**src/rtl/dac_update_scheduler.sv**
```systemverilog
// dac_update_scheduler
// --------------------
// Shares one 12-bit SPI DAC serializer between NUM_REQ value producers.
// A round-robin arbiter picks a pending request, latches its code, pulses
// dac_start for one frame, then waits for dac_done (or a timeout) and keeps
// the serializer idle for GAP_CYCLES so chip-select stays deasserted.
//
// Ports (clk12MHz domain):
//   clk12MHz     system clock
//   rst          asynchronous, active-low reset
//   req_valid    per-requester request, held with stable data until acked
//   req_data     requester i code in bits [12*i+11:12*i]
//   req_ack      one-hot, one-cycle pulse: request accepted
//   dac_start    one-cycle pulse launching a serializer frame
//   dac_value    code for the serializer, stable from dac_start to next grant
//   dac_done     one-cycle pulse from serializer: frame finished
//   active_id    index of the last granted requester
//   busy         high in every state except IDLE
//   timeout_err  sticky frame-timeout flag, cleared only by reset
//   frame_count  completed frames, wraps silently
module dac_update_scheduler #(
    parameter int NUM_REQ        = 4,
    parameter int GAP_CYCLES     = 16,
    parameter int TIMEOUT_CYCLES = 65535
) (
    input  logic                    clk12MHz,
    input  logic                    rst,
    input  logic [NUM_REQ-1:0]      req_valid,
    input  logic [12*NUM_REQ-1:0]   req_data,
    output logic [NUM_REQ-1:0]      req_ack,
    output logic                    dac_start,
    output logic [11:0]             dac_value,
    input  logic                    dac_done,
    output logic [2:0]              active_id,
    output logic                    busy,
    output logic                    timeout_err,
    output logic [15:0]             frame_count
);

    typedef enum logic [1:0] {
        IDLE      = 2'd0,
        START     = 2'd1,
        WAIT_DONE = 2'd2,
        GAP       = 2'd3
    } state_t;

    localparam logic [15:0] TIMEOUT_LAST = 16'(TIMEOUT_CYCLES - 1);
    localparam logic [15:0] GAP_LAST     = 16'(GAP_CYCLES - 1);
    localparam logic [2:0]  ID_RESET     = 3'(NUM_REQ - 1);

    // Round-robin pick: first set bit searching upward from last+1, wrapping.
    function automatic logic [2:0] rr_pick(input logic [NUM_REQ-1:0] v,
                                           input logic [2:0] last);
        logic [NUM_REQ-1:0] sh;
        logic               found;
        int unsigned        cand;
        rr_pick = last;
        found   = 1'b0;
        for (int k = 1; k <= NUM_REQ; k++) begin
            cand = (int'(last) + k) % NUM_REQ;
            sh   = v >> cand;
            if (!found && sh[0]) begin
                rr_pick = 3'(cand);
                found   = 1'b1;
            end else begin
                found   = found;
            end
        end
    endfunction

    state_t              state_r, state_s;
    logic [15:0]         timer_r, timer_s;
    logic [15:0]         gap_cnt_r, gap_cnt_s;
    logic [NUM_REQ-1:0]  req_ack_r, req_ack_s;
    logic                dac_start_r, dac_start_s;
    logic [11:0]         dac_value_r, dac_value_s;
    logic [2:0]          active_id_r, active_id_s;
    logic                busy_r, busy_s;
    logic                timeout_err_r, timeout_err_s;
    logic [15:0]         frame_count_r, frame_count_s;
    logic [2:0]          win_s;

    // Next-state and next-output logic for the scheduler FSM.
    always_comb begin
        state_s       = state_r;
        timer_s       = timer_r;
        gap_cnt_s     = gap_cnt_r;
        req_ack_s     = {NUM_REQ{1'b0}};
        dac_start_s   = 1'b0;
        dac_value_s   = dac_value_r;
        active_id_s   = active_id_r;
        timeout_err_s = timeout_err_r;
        frame_count_s = frame_count_r;
        win_s         = rr_pick(req_valid, active_id_r);

        case (state_r)
            IDLE: begin
                if (|req_valid) begin
                    // ack and start are registered here so both appear in START
                    dac_value_s = req_data[12*int'(win_s) +: 12];
                    active_id_s = win_s;
                    req_ack_s   = {{(NUM_REQ-1){1'b0}}, 1'b1} << win_s;
                    dac_start_s = 1'b1;
                    state_s     = START;
                end else begin
                    state_s     = IDLE;
                end
            end
            START: begin
                timer_s = 16'd0;
                state_s = WAIT_DONE;
            end
            WAIT_DONE: begin
                // done has priority over a timeout landing on the same edge
                if (dac_done) begin
                    frame_count_s = frame_count_r + 16'd1;
                    gap_cnt_s     = 16'd0;
                    state_s       = GAP;
                end else if (timer_r == TIMEOUT_LAST) begin
                    timeout_err_s = 1'b1;
                    gap_cnt_s     = 16'd0;
                    state_s       = GAP;
                end else begin
                    timer_s       = timer_r + 16'd1;
                end
            end
            GAP: begin
                if (gap_cnt_r == GAP_LAST) begin
                    state_s   = IDLE;
                end else begin
                    gap_cnt_s = gap_cnt_r + 16'd1;
                end
            end
            default: begin
                state_s = IDLE;
            end
        endcase

        busy_s = (state_s != IDLE);
    end

    // State and registered-output flops.
    always_ff @(posedge clk12MHz or negedge rst) begin
        if (!rst) begin
            state_r       <= IDLE;
            timer_r       <= 16'd0;
            gap_cnt_r     <= 16'd0;
            req_ack_r     <= {NUM_REQ{1'b0}};
            dac_start_r   <= 1'b0;
            dac_value_r   <= 12'd0;
            active_id_r   <= ID_RESET;
            busy_r        <= 1'b0;
            timeout_err_r <= 1'b0;
            frame_count_r <= 16'd0;
        end else begin
            state_r       <= state_s;
            timer_r       <= timer_s;
            gap_cnt_r     <= gap_cnt_s;
            req_ack_r     <= req_ack_s;
            dac_start_r   <= dac_start_s;
            dac_value_r   <= dac_value_s;
            active_id_r   <= active_id_s;
            busy_r        <= busy_s;
            timeout_err_r <= timeout_err_s;
            frame_count_r <= frame_count_s;
        end
    end

    assign req_ack     = req_ack_r;
    assign dac_start   = dac_start_r;
    assign dac_value   = dac_value_r;
    assign active_id   = active_id_r;
    assign busy        = busy_r;
    assign timeout_err = timeout_err_r;
    assign frame_count = frame_count_r;

endmodule

```
**config.mk**
```make
export PLATFORM = sky130hd
export DESIGN_NAME = dac_update_scheduler
export DESIGN_NICKNAME = d
export VERILOG_FILES = /design/src/rtl/dac_update_scheduler.sv
export SDC_FILE = /design/constraint.sdc
export NUM_CORES = 1
export LEC_CHECK = 0
export CORE_MARGIN = 2
export CORE_UTILIZATION = 53
export CTS_CLUSTER_SIZE = 24
export DETAILED_ROUTE_END_ITERATION = 8
export PLACE_DENSITY = 0.95
export SKIP_CTS_REPAIR_TIMING = 1
export SYNTH_ARGS = -nofsm -noshare
export SYNTH_HDL_FRONTEND = slang
export SYNTH_SLANG_ARGS = --single-unit
```
**constraint.sdc**
```tcl
create_clock -name clk12MHz -period 3 [get_ports clk12MHz]
set_clock_uncertainty 0.05 [all_clocks]
set_input_delay 0.9 -clock clk12MHz [delete_from_list [all_inputs] [get_ports clk12MHz]]
set_output_delay 0.9 -clock clk12MHz [all_outputs]
set_load 0.1 [all_outputs]
```
==> metrics.md, run 1 <==
| Metric | Value |
|---|---|
| Row count | `30` |
| Antenna viol nets, final | `0` |
| Detailed-route wire length | `9416 um` |
| Endpoint class of the critical path | `flop` |
| Most frequent standard cell in the layout excluding fill and tap cells | `dfrtp_1` |
| Static leakage | `~0.0022 uW` |
| Flops & latches, synth | `72` |
| Via count | `roughly 3300` |
| Final-layout setup total negative slack | `0 ns` |
| DR pass1 iterations | `5` |
| Syn Inst Count | `368` |
| Area of the mapped netlist | `between 0.003 and 0.004 mm^2` |
| Commonest cells after routing, fill and taps aside | `dfrtp_1, clkdlybuf4s50_1, buf_4, nor2_1, nand2_1` |
| Number of max-cap violations | `0` |
| Count of final max-slew check failures | `0` |
| Global-route wire length before repair | `approximately 15000 um` |
| Vertical die dimension | `approximately 90 um` |
| Number of enable flip-flop cells after synthesis | `0` |
| Total routing resource utilization after global routing | `between 20% and 30%` |
| Number of port buffers | `just over 90` |
| Clock period minus worst slack | `around 2.7 ns` |
| Pin count of the biggest net entering global routing | `47` |
| Number of antenna violations at the first check in global routing | `0` |
| Data required time at the worst endpoint | `approximately 3.2 ns` |
| Maximum buffer depth of the clock tree | `2` |
| Final design utilization | `a little under three quarters` |
| Final setup fails | `0` |
| Final count of hold timing violations | `0` |
| Crit path DAT | `2.94 ns` |
| Clock Tree Root | `clkbuf_8` |
| Status | `finished, final reports clean` |
| Pwr Total | `4137 uW` |
| Count of unique library cells instantiated by Yosys | `59` |
| Placer's final routability congestion estimate | `roughly 0.9` |
| Slew at the pin closest to its max-slew limit | `between 1 and 1.5 ns` |
| Clock sinks | `72` |
| Critical path peak fanout | `15` |
| Power per standard cell area | `between 800 and 900 mW/mm^2` |
| P&R area growth vs syn | `29.44%` |
| Warnings from Yosys | `0` |
| Top Ports | `93` |
| Synthesized net count | `427` |
| Smallest hold slack | `0.4262 ns` |
| Async set-reset flop share out of synthesis | `between 90% and 100%` |
| Initial DRC Count | `roughly 290` |
| Worst vdd ir | `between 0.8 and 0.9 mV` |
| Vias per Instance | `5.792` |
| Routed wirelength normalized by instance count | `16.72 um` |
| Number of buffers inserted during clock tree synthesis | `9` |
| Unrepaired setup endpoints after global routing | `false` |
| Maximum level of the CTS H-tree | `3` |
| Clock network latency to the later pin of the worst-skew pair | `between 0.3 and 0.4 ns` |
| Via count of the first global-routing pass | `between 3000 and 4000` |
| Post-CTS clock slew at the launch and capture registers of the worst setup and hold paths | `0.09 ns` |
| Kind of launch point of the worst setup path | `input pin` |
| Class of the most critical setup path | `in -> reg` |
| Number of cells in the design after placement | `about 550` |
| Post-synthesis sequential area ratio | `48.08%` |
| Initial Util | `a little over half` |
| Dominant synthesized flop cell | `dfrtp_1` |
| Horizontal die dimension | `just under 90 um` |
| Dpl hpwl | `~6800 um` |
| Share of cells above drive strength 1 | `between 15 and 20%` |
| TritonCTS clock tree | `built` |
| Worst hold-check path type | `reg -> reg` |
| Non-filler cells in the finished layout | `approximately 560` |
| Remaining DRCs | `0` |
| Aggregate global routing overflow | `0` |
| Total die area | `slightly below 0.008 mm^2` |
| Max-slew headroom at the worst pin | `29.69%` |
| Area of the core region | `between 0.006 and 0.007 mm^2` |
| Ant diodes | `0` |
| Final layout net count | `between 500 and 600` |
| Maximum clock frequency | `around 370 MHz` |
| Mean area per synthesized cell | `approximately 10 um^2` |
| Post-route clock period utilization | `between 90% and 100%` |
[kinds of logic after synthesis]
kind of cell             count (synthesis)  synth area share, %
buffers and inverters                   19                2.468
AND/OR/NAND/NOR                        169                25.11
flip-flops                              72                48.08
AO/OA/AOI/OAI                           54                10.74
adder cells (fa/ha/maj)                  4                1.334
multiplexers                            17                4.568
XOR/XNOR                                33                7.703
[sequential cells by signal, summed over array words and instances, names as in the netlist, 2 cells and up]
register / cells
req_ack: 4
gap_cnt_r: 16
dac_value: 12
frame_count: 16
timer_r: 16
active_id: 3
state_r: 2
[stage by stage]
stage          cell area (um^2)  worst slack, ns
2_1_floorplan              3752           0.7790
3_3_place_gp               4661          0.04134
3_5_place_dp               4661          -0.1364
4_1_cts                    4856           0.1956
5_1_grt                    4857           0.1541
6_report                   4857           0.2766
[cells in the mapped netlist (2+ instances only)]
cell type | n | share of area [%]
dfrtp_1 | 70 | 47
nor2_1 | 42 | 4.2
nand2_1 | 24 | 2.4
nand3_1 | 20 | 2.7
xnor2_1 | 19 | 4.4
mux2i_1 | 16 | 4.3
and2_1 | 14 | 2.3
xor2_1 | 14 | 3.3
a211oi_1 | 13 | 2.6
a221oi_1 | 12 | 2.8
and3_1 | 12 | 2.0
clkbuf_1 | 10 | 1.0
nand4_1 | 10 | 1.7
nor2b_1 | 8 | 1.3
o21ai_0 | 7 | 0.93
a21oi_1 | 6 | 0.80
and4_1 | 5 | 1.2
nor3_1 | 5 | 0.67
ha_1 | 4 | 1.3
inv_1 | 4 | 0.40
nor2_2 | 4 | 0.67
nor4_1 | 3 | 0.50
a211oi_2 | 2 | 0.67
buf_2 | 2 | 0.27
buf_6 | 2 | 0.60
dfstp_2 | 2 | 1.4
nor3b_1 | 2 | 0.40
o21ai_1 | 2 | 0.27
o31ai_1 | 2 | 0.40
or2_2 | 2 | 0.33
or3b_1 | 2 | 0.47
[worst max-delay path: stages]
cell	delay [ns]
clkdlybuf4s50_1	0.53
nor2_1	0.12
o311ai_2	0.90
a221oi_1	0.17
a211oi_1	0.30
[final timing paths]
path	endpoint	start	slack (ns)	depth (start not counted)
min	frame_count[15]$_DFFE_PN0P_	frame_count[15]$_DFFE_PN0P_	0.43	1
min in group asynchronous	dac_start$_DFF_PN0_	rst	0.49	2
max reg2reg	gap_cnt_r[1]$_DFFE_PN0P_	timer_r[0]$_DFFE_PN0P_	0.80	7
max in group asynchronous	gap_cnt_r[12]$_DFFE_PN0P_	rst	1.91	2
max	dac_value[10]$_DFFE_PN0P_	req_valid[2]	0.28	5
min reg2reg	frame_count[15]$_DFFE_PN0P_	frame_count[15]$_DFFE_PN0P_	0.43	1
[final cells by class]
cell class,instances,area [um^2]
multi-input cells,277,1857
well taps,96,120.1
clock inverters,7,71.32
clock buffers,9,123.9
flip-flops and latches,72,1804
fillers,468,1974
repair buffers,98,865.8
inverters,4,15.01
[routing by layer]
metal  GRT usage [%]  part of all wire, %  up-vias  wire length [um]
met5               0                    0        -                 0
met2           42.70                   51      135              4770
met3           6.409                  6.9       23               648
met4           11.16                  2.0        0               187
li1                -                    -     1510                 -
met1           31.72                   40     1593              3810
[power breakdown]
part	internal [uW]	leakage, uW	total (uW)	switching, uW
combinational	510	0.00116	1960	1450
sequential	1170	0.000936	1400	227
clock	383	0.0000916	774	391
total	2060	0.00219	4140	2070
No activity file was read; power rests on OpenSTA's default activity.
==> run 2, diff against run 1 <==
- CORE_UTILIZATION: 53 -> 45
- PLACE_DENSITY: 0.95 -> 0.87
- clock period: 3 -> 2.4 ns (I/O delays scaled with it)
==> metrics.md, run 2 (synthesis results as in run 1) <==
| Metric | Value |
|---|---|
| Status | `finished, final reports clean` |
| Top Ports | `93` |
| Family with the most delay on the worst path | `compound AO/OA/AOI/OAI gates` |
| Area of all placed cells without fillers | `0.005082 mm^2` |
| Maximum clock frequency | `about 450 MHz` |
| Routed wirelength normalized by instance count | `about 16 um` |
| Pin count of the biggest net entering global routing | `50` |
| Footprint of the multi-input gates | `around 0.0019 mm^2` |
| Ant diodes | `0` |
| Area of placed instances | `just under 0.005 mm^2` |
| Maximum buffer depth of the clock tree | `2` |
| Initial Util | `approximately 46%` |
| Number of cells on the worst reg-to-reg path | `5` |
| Worst stage delay on the critical path | `between 0.5 and 0.6 ns` |
| Share of cells above drive strength 1 | `between 20% and 30%` |
| Worst vdd ir | `between 0.9 and 1 mV` |
| Final-layout setup total negative slack | `0 ns` |
| Vertical die dimension | `between 90 and 100 um` |
| Via count of the first global-routing pass | `between 3000 and 4000` |
| Aggregate global routing overflow | `0` |
| Kind of launch point of the worst setup path | `input pin` |
| Pwr Total | `about 5400 uW` |
| Count of final max-slew check failures | `0` |
| DR pass1 iterations | `5` |
| Startpoint of the most critical register-to-register path | `active_id[0]$_DFFE_PN1P_` |
| Area of the core region | `approximately 0.0081 mm^2` |
| Clock Tree Root | `clkbuf_8` |
| Class of the most critical setup path | `in -> reg` |
| Clock period minus worst slack | `between 2 and 2.5 ns` |
| Detailed-route wire length | `9349 um` |
| Number of max-cap violations | `0` |
| Static leakage | `0.002303 uW` |
| Highest-delay cell along the critical path | `clkdlybuf4s50_1` |
| Clock sinks | `72` |
| Clock network latency to the later pin of the worst-skew pair | `roughly 0.35 ns` |
| P&R area growth vs syn | `35.45%` |
| Dpl hpwl | `about 7000 um` |
| Number of antenna violations at the first check in global routing | `0` |
| Register-to-Register Setup Slack | `0.45 ns` |
| Final layout net count | `around 540` |
| Max-slew headroom at the worst pin | `between 60 and 70%` |
| Buf+Inv Stages, Crit Path | `2` |
| Global-route wire length before repair | `15660 um` |
| Commonest cells after routing, fill and taps aside | `dfrtp_1, buf_4, clkdlybuf4s50_1, nor2_1, nand2_1` |
| Total die area | `between 0.009 and 0.01 mm^2` |
| Endpoint class of the critical path | `flop` |
| Critical path peak fanout | `12` |
| Maximum level of the CTS H-tree | `3` |
| Terminus of the critical flop-to-flop path | `dac_value[9]$_DFFE_PN0P_` |
| Number of port buffers | `92` |
| Row count | `33` |
| Remaining DRCs | `0` |
| Post-CTS clock slew at the launch and capture registers of the worst setup and hold paths | `roughly 0.08 ns` |
| Via count | `between 3000 and 4000` |
| Most frequent standard cell in the layout excluding fill and tap cells | `dfrtp_1` |
| Initial DRC Count | `roughly 110` |
| Data required time at the worst endpoint | `between 2 and 3 ns` |
| Horizontal die dimension | `approximately 95 um` |
| Post-route clock period utilization | `between 90 and 100%` |
| Power per standard cell area | `around 1100 mW/mm^2` |
| Final count of hold timing violations | `0` |
| Slew at the pin closest to its max-slew limit | `0.4537 ns` |
| Worst hold-check path type | `in -> async` |
| Crit path DAT | `roughly 2.4 ns` |
| Fillers | `~630` |
| Number of buffers inserted during clock tree synthesis | `9` |
| Area of all sequential standard cells | `0.001804 mm^2` |
| TritonCTS clock tree | `built` |
| Total routing resource utilization after global routing | `between 20 and 25%` |
| Unrepaired setup endpoints after global routing | `false` |
| Placer's final routability congestion estimate | `around 0.86` |
| Cell breakdown of the critical path | `clkdlybuf4s50_1 -> nor2_1 -> o21ai_0 -> o31ai_1 -> and2_1 -> buf_12 -> a211oi_1` |
| Final setup fails | `0` |
| Antenna viol nets, final | `0` |
| Vias per Instance | `approximately 5.5` |
==> run 2: through the flow <==
step,instances,setup slack (ns),hold slack [ns],utilization (%)
after floorplan,368,0.1886,0.3744,-
after global placement,573,-0.08161,0.4110,60.08
after detailed placement,573,-0.1244,0.4121,60.08
after CTS,589,0.1747,0.2491,62.48
after global routing,589,0.04042,0.2653,62.48
final,589,0.1831,0.2447,62.48
==> run 2: routing by layer <==
| metal | up-vias | routed length, um | track usage [%] |
|---|---|---|---|
| li1 | 1546 | - | - |
| met5 | - | 0 | 0 |
| met2 | 113 | 4621 | 37.62 |
| met3 | 10 | 671 | 6.166 |
| met1 | 1599 | 3950 | 27.74 |
| met4 | 0 | 105 | 8.333 |
==> run 2: area by class of cell <==
type	count	area share, %
inverters	4	0.2954
clock buffers	9	2.437
clock inverters	7	1.403
flip-flops and latches	72	35.50
multi-input cells	277	36.51
well taps	105	2.585
repair buffers	115	21.27
==> run 2: worst max-delay path by stage <==
stage,cells after the start,startpoint,to,slack [ns]
finish,7,req_valid[0],dac_value[7]$_DFFE_PN0P_,0.18
global route,7,req_valid[0],dac_value[2]$_DFFE_PN0P_,0.04
CTS,7,req_valid[0],dac_value[9]$_DFFE_PN0P_,0.17
detailed placement,7,req_valid[1],dac_value[9]$_DFFE_PN0P_,-0.12
global placement,6,req_valid[2],dac_value[9]$_DFFE_PN0P_,-0.08
floorplan,6,active_id[0]$_DFFE_PN1P_,dac_value[10]$_DFFE_PN0P_,0.19
==> run 2: report_power, final <==
part	total [uW]	internal, uW	leakage [uW]	switching [uW]
Sequential	1740	1460	0.000936	280
Clock	965	479	0.0000916	486
Combinational	2650	821	0.00127	1830
Total	5360	2760	0.00230	2590
